`config.mk`:
```
export PLATFORM = sky130hd
export DESIGN_NAME = hardcloud_ctrl_s_axi_gen
export DESIGN_NICKNAME = d
export VERILOG_FILES = /design/src/rtl/hardcloud_ctrl_s_axi_gen.sv
export SDC_FILE = /design/constraint.sdc
export NUM_CORES = 1
export LEC_CHECK = 0
export ABC_AREA = 1
export CORE_MARGIN = 5
export CORE_UTILIZATION = 50
export DETAILED_ROUTE_END_ITERATION = 6
export PLACE_DENSITY = 0.85
export SLEW_MARGIN = 20
export SYNTH_ARGS = -nofsm -noshare
export SYNTH_HDL_FRONTEND = slang
export SYNTH_SLANG_ARGS = --single-unit
```
`constraint.sdc`:
```
create_clock -name aclk -period 32.3 [get_ports aclk]
set_clock_uncertainty 0.05 [all_clocks]
set_input_delay 9.69 -clock aclk [delete_from_list [all_inputs] [get_ports aclk]]
set_output_delay 9.69 -clock aclk [all_outputs]
set_load 0.05 [all_outputs]
```
`src/rtl/hardcloud_ctrl_s_axi_gen.sv`:
```
// AXI4-Lite control/argument slave with parametrised scalar and pointer banks.
// Define CTRL_SLVERR_EN to answer unmapped accesses with SLVERR.
module hardcloud_ctrl_s_axi_gen #(
    parameter int C_ADDR_WIDTH  = 12,
    parameter int C_DATA_WIDTH  = 32,
    parameter int C_NUM_SCALARS = 2,
    parameter int C_NUM_PTRS    = 2
) (
    input  logic                       aclk,
    input  logic                       areset,
    input  logic                       awvalid,
    output logic                       awready,
    input  logic [C_ADDR_WIDTH-1:0]    awaddr,
    input  logic                       wvalid,
    output logic                       wready,
    input  logic [C_DATA_WIDTH-1:0]    wdata,
    input  logic [3:0]                 wstrb,
    output logic                       bvalid,
    input  logic                       bready,
    output logic [1:0]                 bresp,
    input  logic                       arvalid,
    output logic                       arready,
    input  logic [C_ADDR_WIDTH-1:0]    araddr,
    output logic                       rvalid,
    input  logic                       rready,
    output logic [C_DATA_WIDTH-1:0]    rdata,
    output logic [1:0]                 rresp,
    output logic                       interrupt,
    output logic                       ap_start,
    input  logic                       ap_ready,
    input  logic                       ap_done,
    input  logic                       ap_idle,
    output logic                       ap_continue,
    output logic [32*C_NUM_SCALARS-1:0] scalars,
    output logic [64*C_NUM_PTRS-1:0]    ptrs
);

`ifdef CTRL_SLVERR_EN
    localparam bit SLVERR_EN = 1'b1;
`else
    localparam bit SLVERR_EN = 1'b0;
`endif

    localparam logic [31:0] SCAL_BASE = 32'h10;
    localparam logic [31:0] PTR_BASE  = SCAL_BASE + 32'(8 * C_NUM_SCALARS);
    localparam logic [31:0] PTR_END   = PTR_BASE + 32'(8 * C_NUM_PTRS);

    typedef enum logic [2:0] {
        K_NONE, K_CTRL, K_GIE, K_IER, K_ISR, K_SCAL, K_PLO, K_PHI
    } kind_t;

    typedef struct packed {
        kind_t      kind;
        logic [5:0] idx;
    } dec_t;

    typedef enum logic [1:0] {
        WR_COLLECT, WR_COMMIT, WR_RESP
    } wr_state_t;

    function automatic dec_t decode(input logic [C_ADDR_WIDTH-1:0] addr);
        logic [31:0] a;
        logic [31:0] off;
        dec_t d;
        d   = '{kind: K_NONE, idx: '0};
        a   = 32'(addr) & 32'hFFFF_FFFC;
        off = '0;
        if (a == 32'h0) begin
            d.kind = K_CTRL;
        end else if (a == 32'h4) begin
            d.kind = K_GIE;
        end else if (a == 32'h8) begin
            d.kind = K_IER;
        end else if (a == 32'hC) begin
            d.kind = K_ISR;
        end else if (a >= SCAL_BASE && a < PTR_BASE) begin
            // the upper word of each 8-byte scalar slot is reserved
            off = a - SCAL_BASE;
            if (!off[2]) begin
                d.kind = K_SCAL;
                d.idx  = 6'(off >> 3);
            end
        end else if (a >= PTR_BASE && a < PTR_END) begin
            off    = a - PTR_BASE;
            d.kind = off[2] ? K_PHI : K_PLO;
            d.idx  = 6'(off >> 3);
        end
        return d;
    endfunction

    function automatic logic [31:0] merge(
        input logic [31:0] old,
        input logic [31:0] data,
        input logic [3:0]  strb
    );
        logic [31:0] r;
        r = old;
        for (int b = 0; b < 4; b++) begin
            if (strb[b]) r[8*b+:8] = data[8*b+:8];
        end
        return r;
    endfunction

    wr_state_t state_q, state_d;
    logic      rdy_en;
    logic      aw_held, w_held;
    logic [C_ADDR_WIDTH-1:0] wa_q;
    logic [31:0] wd_q;
    logic [3:0]  ws_q;
    logic        wr_en;
    logic        aw_hs, w_hs, ar_hs;
    dec_t        wdec, rdec;

    logic [C_NUM_SCALARS-1:0][31:0] scal_q;
    logic [C_NUM_PTRS-1:0][63:0]    ptr_q;
    logic        start_q, auto_q, done_q, gie_q;
    logic [1:0]  ier_q, isr_q, isr_set;
    logic        ctrl_wr, isr_wr;
    logic [31:0] rd_val;
    logic        rd_err;

    assign awready = rdy_en && state_q == WR_COLLECT && !aw_held;
    assign wready  = rdy_en && state_q == WR_COLLECT && !w_held;
    assign arready = rdy_en && !rvalid;
    assign aw_hs   = awvalid && awready;
    assign w_hs    = wvalid && wready;
    assign ar_hs   = arvalid && arready;

    always_ff @(posedge aclk or posedge areset) begin
        if (areset) begin
            state_q <= WR_COLLECT;
            rdy_en  <= 1'b0;
            aw_held <= 1'b0;
            w_held  <= 1'b0;
            wa_q    <= '0;
            wd_q    <= '0;
            ws_q    <= '0;
        end else begin
            state_q <= state_d;
            rdy_en  <= 1'b1;
            if (aw_hs) begin
                aw_held <= 1'b1;
                wa_q    <= awaddr;
            end
            if (w_hs) begin
                w_held <= 1'b1;
                wd_q   <= wdata;
                ws_q   <= wstrb;
            end
            if (state_q == WR_RESP && bready) begin
                aw_held <= 1'b0;
                w_held  <= 1'b0;
            end
        end
    end

    always_comb begin
        state_d = state_q;
        wr_en   = 1'b0;
        bvalid  = 1'b0;
        unique case (state_q)
            WR_COLLECT: begin
                if ((aw_held || aw_hs) && (w_held || w_hs))
                    state_d = WR_COMMIT;
            end
            WR_COMMIT: begin
                wr_en   = 1'b1;
                state_d = WR_RESP;
            end
            WR_RESP: begin
                bvalid = 1'b1;
                if (bready) state_d = WR_COLLECT;
            end
            default: state_d = WR_COLLECT;
        endcase
    end

    assign wdec    = decode(wa_q);
    assign ctrl_wr = wr_en && wdec.kind == K_CTRL && ws_q[0];
    assign isr_wr  = wr_en && wdec.kind == K_ISR && ws_q[0];
    assign isr_set = ier_q & {ap_ready, ap_done};

    always_ff @(posedge aclk or posedge areset) begin
        if (areset) begin
            start_q     <= 1'b0;
            auto_q      <= 1'b0;
            done_q      <= 1'b0;
            gie_q       <= 1'b0;
            ier_q       <= '0;
            isr_q       <= '0;
            ap_continue <= 1'b0;
            bresp       <= 2'b00;
            scal_q      <= '0;
            ptr_q       <= '0;
        end else begin
            // a start request in the same cycle as ap_ready wins
            if (ctrl_wr && wd_q[0])
                start_q <= 1'b1;
            else if (ap_ready && !auto_q)
                start_q <= 1'b0;
            if (ctrl_wr) auto_q <= wd_q[7];
            if (ap_done)
                done_q <= 1'b1;
            else if (ar_hs && rdec.kind == K_CTRL)
                done_q <= 1'b0;
            ap_continue <= (ctrl_wr && wd_q[4]) || (ap_done && auto_q);
            if (wr_en && wdec.kind == K_GIE && ws_q[0]) gie_q <= wd_q[0];
            if (wr_en && wdec.kind == K_IER && ws_q[0]) ier_q <= wd_q[1:0];
            for (int n = 0; n < 2; n++) begin
                if (isr_set[n])
                    isr_q[n] <= 1'b1;
                else if (isr_wr && wd_q[n])
                    isr_q[n] <= ~isr_q[n];
            end
            for (int i = 0; i < C_NUM_SCALARS; i++) begin
                if (wr_en && wdec.kind == K_SCAL && wdec.idx == 6'(i))
                    scal_q[i] <= merge(scal_q[i], wd_q, ws_q);
            end
            for (int j = 0; j < C_NUM_PTRS; j++) begin
                if (wr_en && wdec.kind == K_PLO && wdec.idx == 6'(j))
                    ptr_q[j][31:0] <= merge(ptr_q[j][31:0], wd_q, ws_q);
                if (wr_en && wdec.kind == K_PHI && wdec.idx == 6'(j))
                    ptr_q[j][63:32] <= merge(ptr_q[j][63:32], wd_q, ws_q);
            end
            if (wr_en)
                bresp <= (SLVERR_EN && wdec.kind == K_NONE) ? 2'b10 : 2'b00;
        end
    end

    always_comb begin
        rd_val = '0;
        rdec   = decode(araddr);
        rd_err = rdec.kind == K_NONE;
        unique case (rdec.kind)
            K_CTRL: rd_val = {24'b0, auto_q, 3'b0, ap_ready, ap_idle,
                              done_q, start_q};
            K_GIE:  rd_val = {31'b0, gie_q};
            K_IER:  rd_val = {30'b0, ier_q};
            K_ISR:  rd_val = {30'b0, isr_q};
            K_SCAL: begin
                for (int i = 0; i < C_NUM_SCALARS; i++)
                    if (rdec.idx == 6'(i)) rd_val = scal_q[i];
            end
            K_PLO: begin
                for (int j = 0; j < C_NUM_PTRS; j++)
                    if (rdec.idx == 6'(j)) rd_val = ptr_q[j][31:0];
            end
            K_PHI: begin
                for (int j = 0; j < C_NUM_PTRS; j++)
                    if (rdec.idx == 6'(j)) rd_val = ptr_q[j][63:32];
            end
            default: rd_val = '0;
        endcase
    end

    always_ff @(posedge aclk or posedge areset) begin
        if (areset) begin
            rvalid <= 1'b0;
            rdata  <= '0;
            rresp  <= 2'b00;
        end else if (ar_hs) begin
            rvalid <= 1'b1;
            rdata  <= rd_val;
            rresp  <= (SLVERR_EN && rd_err) ? 2'b10 : 2'b00;
        end else if (rvalid && rready) begin
            rvalid <= 1'b0;
        end
    end

    assign ap_start  = start_q;
    assign interrupt = gie_q && (|isr_q);
    assign scalars   = scal_q;
    assign ptrs      = ptr_q;

endmodule

```
==> results.py <==
metrics = {
    "drt": {
        "wl_met1_um": 18700,
        "drc": 0,
        "dr_wl_met2_um": 21200,
        "drt-initial-drc-count": 1508,
        "viasPerCell": 5.47,
        "vias": 13485,
        "top_layer": "met4",
        "drt_first_pass_iters": 5,
        "avgRoutedWirePerCell_um": 18.7,
        "dr_wl_met3_um": 4370,
        "totalWireLength_um": 46200,
        "postRouteAntennaNets": 0,
    },
    "die": {
        "num_rows": 61,
        "num_io_pins": 306,
        "die_w_um": 177,
        "initial_core_util_pct": 50.6,
        "core_area_um2": 27700,
        "dieHeight_um": 177,
        "die_area_um2": 31500,
    },
    "sta": {
        "tns_ns": 0,
        "post-route-min-period_ns": 13.13,
        "period_share_pct": 40.6,
        "rsz0062_at_grt": "false",
        "slew_headroom_pct": 22.9,
        "report.final.slew_viol_count": 0,
        "max_slew.worst_pin.slew_ns": 1.15,
        "report.final.hold_viol_count": 0,
        "clock.fmax_mhz": 76.2,
        "setup_violations": 0,
    },
    "synth": {
        "ys.flop_type": "dfrtp_1",
        "ys_types": 40,
        "yosys.area.top_type_share_pct": 50.9,
        "synth_area_leaders": "dfrtp_1, nand2_1, o21ai_0",
        "synth_area_um2": 14000,
        "synthArstFlopShare_pct": 100,
        "synth-edff-count": 0,
        "synth_warnings": 0,
        "ys_seq_area_share_pct": 50.9,
        "synthTopCellsByCount": "nand2_1, dfrtp_1, o21ai_0, inv_1, o21ai_1",
        "avgSynthCellArea_um2": 7.77,
        "yosysMostFrequentCell": "nand2_1",
        "synth_top_area_cell": "dfrtp_1",
        "syn_inst": 1802,
        "ys_ff_latch": 285,
    },
    "final_layout": {
        "fillers": 2232,
        "area_growth_pct": 30.6,
        "antennaDiodeCount": 0,
        "stdcell_area_um2": 18300,
        "utilization_pct": 66.0,
        "layout-drive-gt1-share_pct": 6.37,
        "fin_nets": 2149,
    },
    "clocking": {
        "clkLatencyLatePin_ns": 0.56,
        "clk_path_buf_depth": 3,
        "cts-hold-fix-buffers": 0,
        "htree_levels": 1,
        "cts_resized": 0,
        "cts.sinks": 285,
        "clk_pin_slew_ns": 0.06,
        "cts_setup_buffers": 0,
        "cts_root_buf": "clkbuf_16",
        "cts_tree": "done",
        "cts_buffers": 31,
    },
    "worst_setup_path": {
        "critPathCaptureType": "register",
        "critical_path_arrival_ns": 13.57,
        "crit_type": "primary input to register",
        "r2r_slack_ns": 28.68,
        "crit_path_frequent_cell": "nand2_1",
        "start_kind": "primary input",
        "r2r-end": "ptrs[37]$_DFFE_PP0P_",
        "worstPathMaxFanout": 84,
        "r2r_start": "wa_q[5]$_DFFE_PP0P_",
        "slowest_delay_ns": 0.86,
        "r2r_cells": 18,
        "crit_start": "araddr[4]",
        "worstPathCellList": "clkdlybuf4s50_1 -> inv_1 -> ha_1 -> nand2_1 -> inv_1 -> nand2_1 -> nand2_2 -> nand4_1 -> nand2_1 -> nand2_1 -> nand3_4 -> o21ai_0 -> nand2_1 -> nand3_1 -> nand2_1 -> nand2_1",
        "crit_path_end": "rdata[8]$_DFFE_PP0P_",
        "required_ns": 32.75,
        "critPathSlowestCell": "nand3_4",
    },
    "job": {
        "cap_violations": 0,
    },
    "place": {
        "dp_hpwl_um": 30700,
        "place_congestion": 0.932,
        "dpl_cell_area_um2": 17100,
        "portBuffers": 297,
    },
    "grt": {
        "grt_pass1_wl_um": 71900,
        "grt_max_degree": 136,
        "grt_overflow": 0,
        "grt_pass1_vias": 13200,
        "track_usage_pct": 28.6,
        "antenna_found_initial": 0,
    },
    "run_status": {
        "outcome": "finished clean",
    },
    "worst_hold_path": {
        "hold_class": "register to register",
    },
    "power_and_ir_drop": {
        "power.leakage_nw": 8.53,
        "p_per_area_nw_per_um2": 54.7,
        "vdd_ir_drop_max_uv": 57.8,
    },
}
## cells in the final DEF, fill, tap and decap left out, types with 2 or more instances in the layout
master	count
nand4_1	26
and3_1	3
nor3_2	2
a21oi_1	26
o21ai_2	4
dfrtp_1	285
buf_16	2
nor2_1	55
nand2_4	5
inv_2	7
clkbuf_16	31
inv_1	158
clkbuf_8	7
ha_1	14
buf_4	6
nor2_2	15
clkbuf_1	4
clkinv_2	6
bufinv_16	6
o21ai_0	202
nand2_2	10
o22ai_1	2
a21oi_2	3
nor4_1	2
nor3_1	7
o21ai_1	93
nor2_4	18
nand2_1	707
nand3_1	57
xor2_1	4
o211ai_1	2
conb_1	5
clkdlybuf4s50_1	297
## final cells by class
| type | count | area (µm²) | share of cell area, % |
|---|---|---|---|
| Multi-Input combinational cell | 1273 | 5840 | 31.9 |
| Clock buffer | 42 | 887 | 4.85 |
| Inverter | 168 | 641 | 3.50 |
| Tap cell | 378 | 473 | 2.59 |
| Timing Repair Buffer | 306 | 3080 | 16.9 |
| Clock inverter | 14 | 228 | 1.25 |
| Sequential cell | 285 | 7130 | 39.0 |
## stage by stage
| step | setup slack (ns) | total power, mW | hold slack, ns | std cells |
|---|---|---|---|---|
| 3_5_place_dp | 18.67 | 0.618 | 0.414 | 2408 |
| 4_1_cts | 19.26 | 1.00 | 0.431 | 2464 |
| 3_3_place_gp | 18.75 | 0.611 | 0.412 | 2408 |
| 6_report | 19.17 | 1.00 | 0.428 | 2466 |
| 5_1_grt | 18.92 | 1.04 | 0.456 | 2466 |
| 2_1_floorplan | 14.70 | 0.553 | 0.400 | 1805 |
## worst max-delay path: cells and delay by family
kind	cells	cell delay, ns
buf+inv	3	0.85
compound gates	1	0.52
fa+ha+maj	1	0.25
simple gates	11	2.20
## state kept, by name, summed over array words and instances (netlist names), 2 cells and up
name,flops
wd_q,32
ws_q,4
ptrs,128
isr_q,2
scalars,64
state_q,2
rdata,32
wa_q,10
ier_q,2
## cells by family after synthesis
family,Yosys count,share of synthesized area (%)
xor gates and xnor gates,5,0.313
AOI/OAI and AO/OA,335,12.3
adders and majority gates,14,1.25
and+or+nand+nor,914,27.5
buffers and inverters,247,7.70
DFF,285,50.9
other,2,0.0536
## where the power goes
part	internal [mW]	switching, mW
Clock	0.239	0.146
Combinational	0.0484	0.125
Sequential	0.392	0.0497
## worst min-delay path by stage
stage | start | end | slack, ns | cells past startpoint
after floorplan | wa_q[11]$_DFFE_PP0P_ | wa_q[11]$_DFFE_PP0P_ | 0.40 | 2
after global placement | rdata[9]$_DFFE_PP0P_ | rdata[9]$_DFFE_PP0P_ | 0.41 | 2
after detailed placement | rdata[29]$_DFFE_PP0P_ | rdata[29]$_DFFE_PP0P_ | 0.41 | 2
after CTS | rdata[20]$_DFFE_PP0P_ | rdata[20]$_DFFE_PP0P_ | 0.43 | 2
after global routing | rdata[1]$_DFFE_PP0P_ | rdata[1]$_DFFE_PP0P_ | 0.46 | 2
final | rdata[20]$_DFFE_PP0P_ | rdata[20]$_DFFE_PP0P_ | 0.43 | 2
## layer usage
| layer | global-route usage (%) | up-vias |
|---|---|---|
| li1 | - | 6252 |
| met1 | 38.5 | 6378 |
| met2 | 45.8 | 716 |
| met3 | 5.62 | 139 |
| met4 | 11.8 | 0 |
| met5 | 0 | - |
Power figures use the tool's default switching activity.
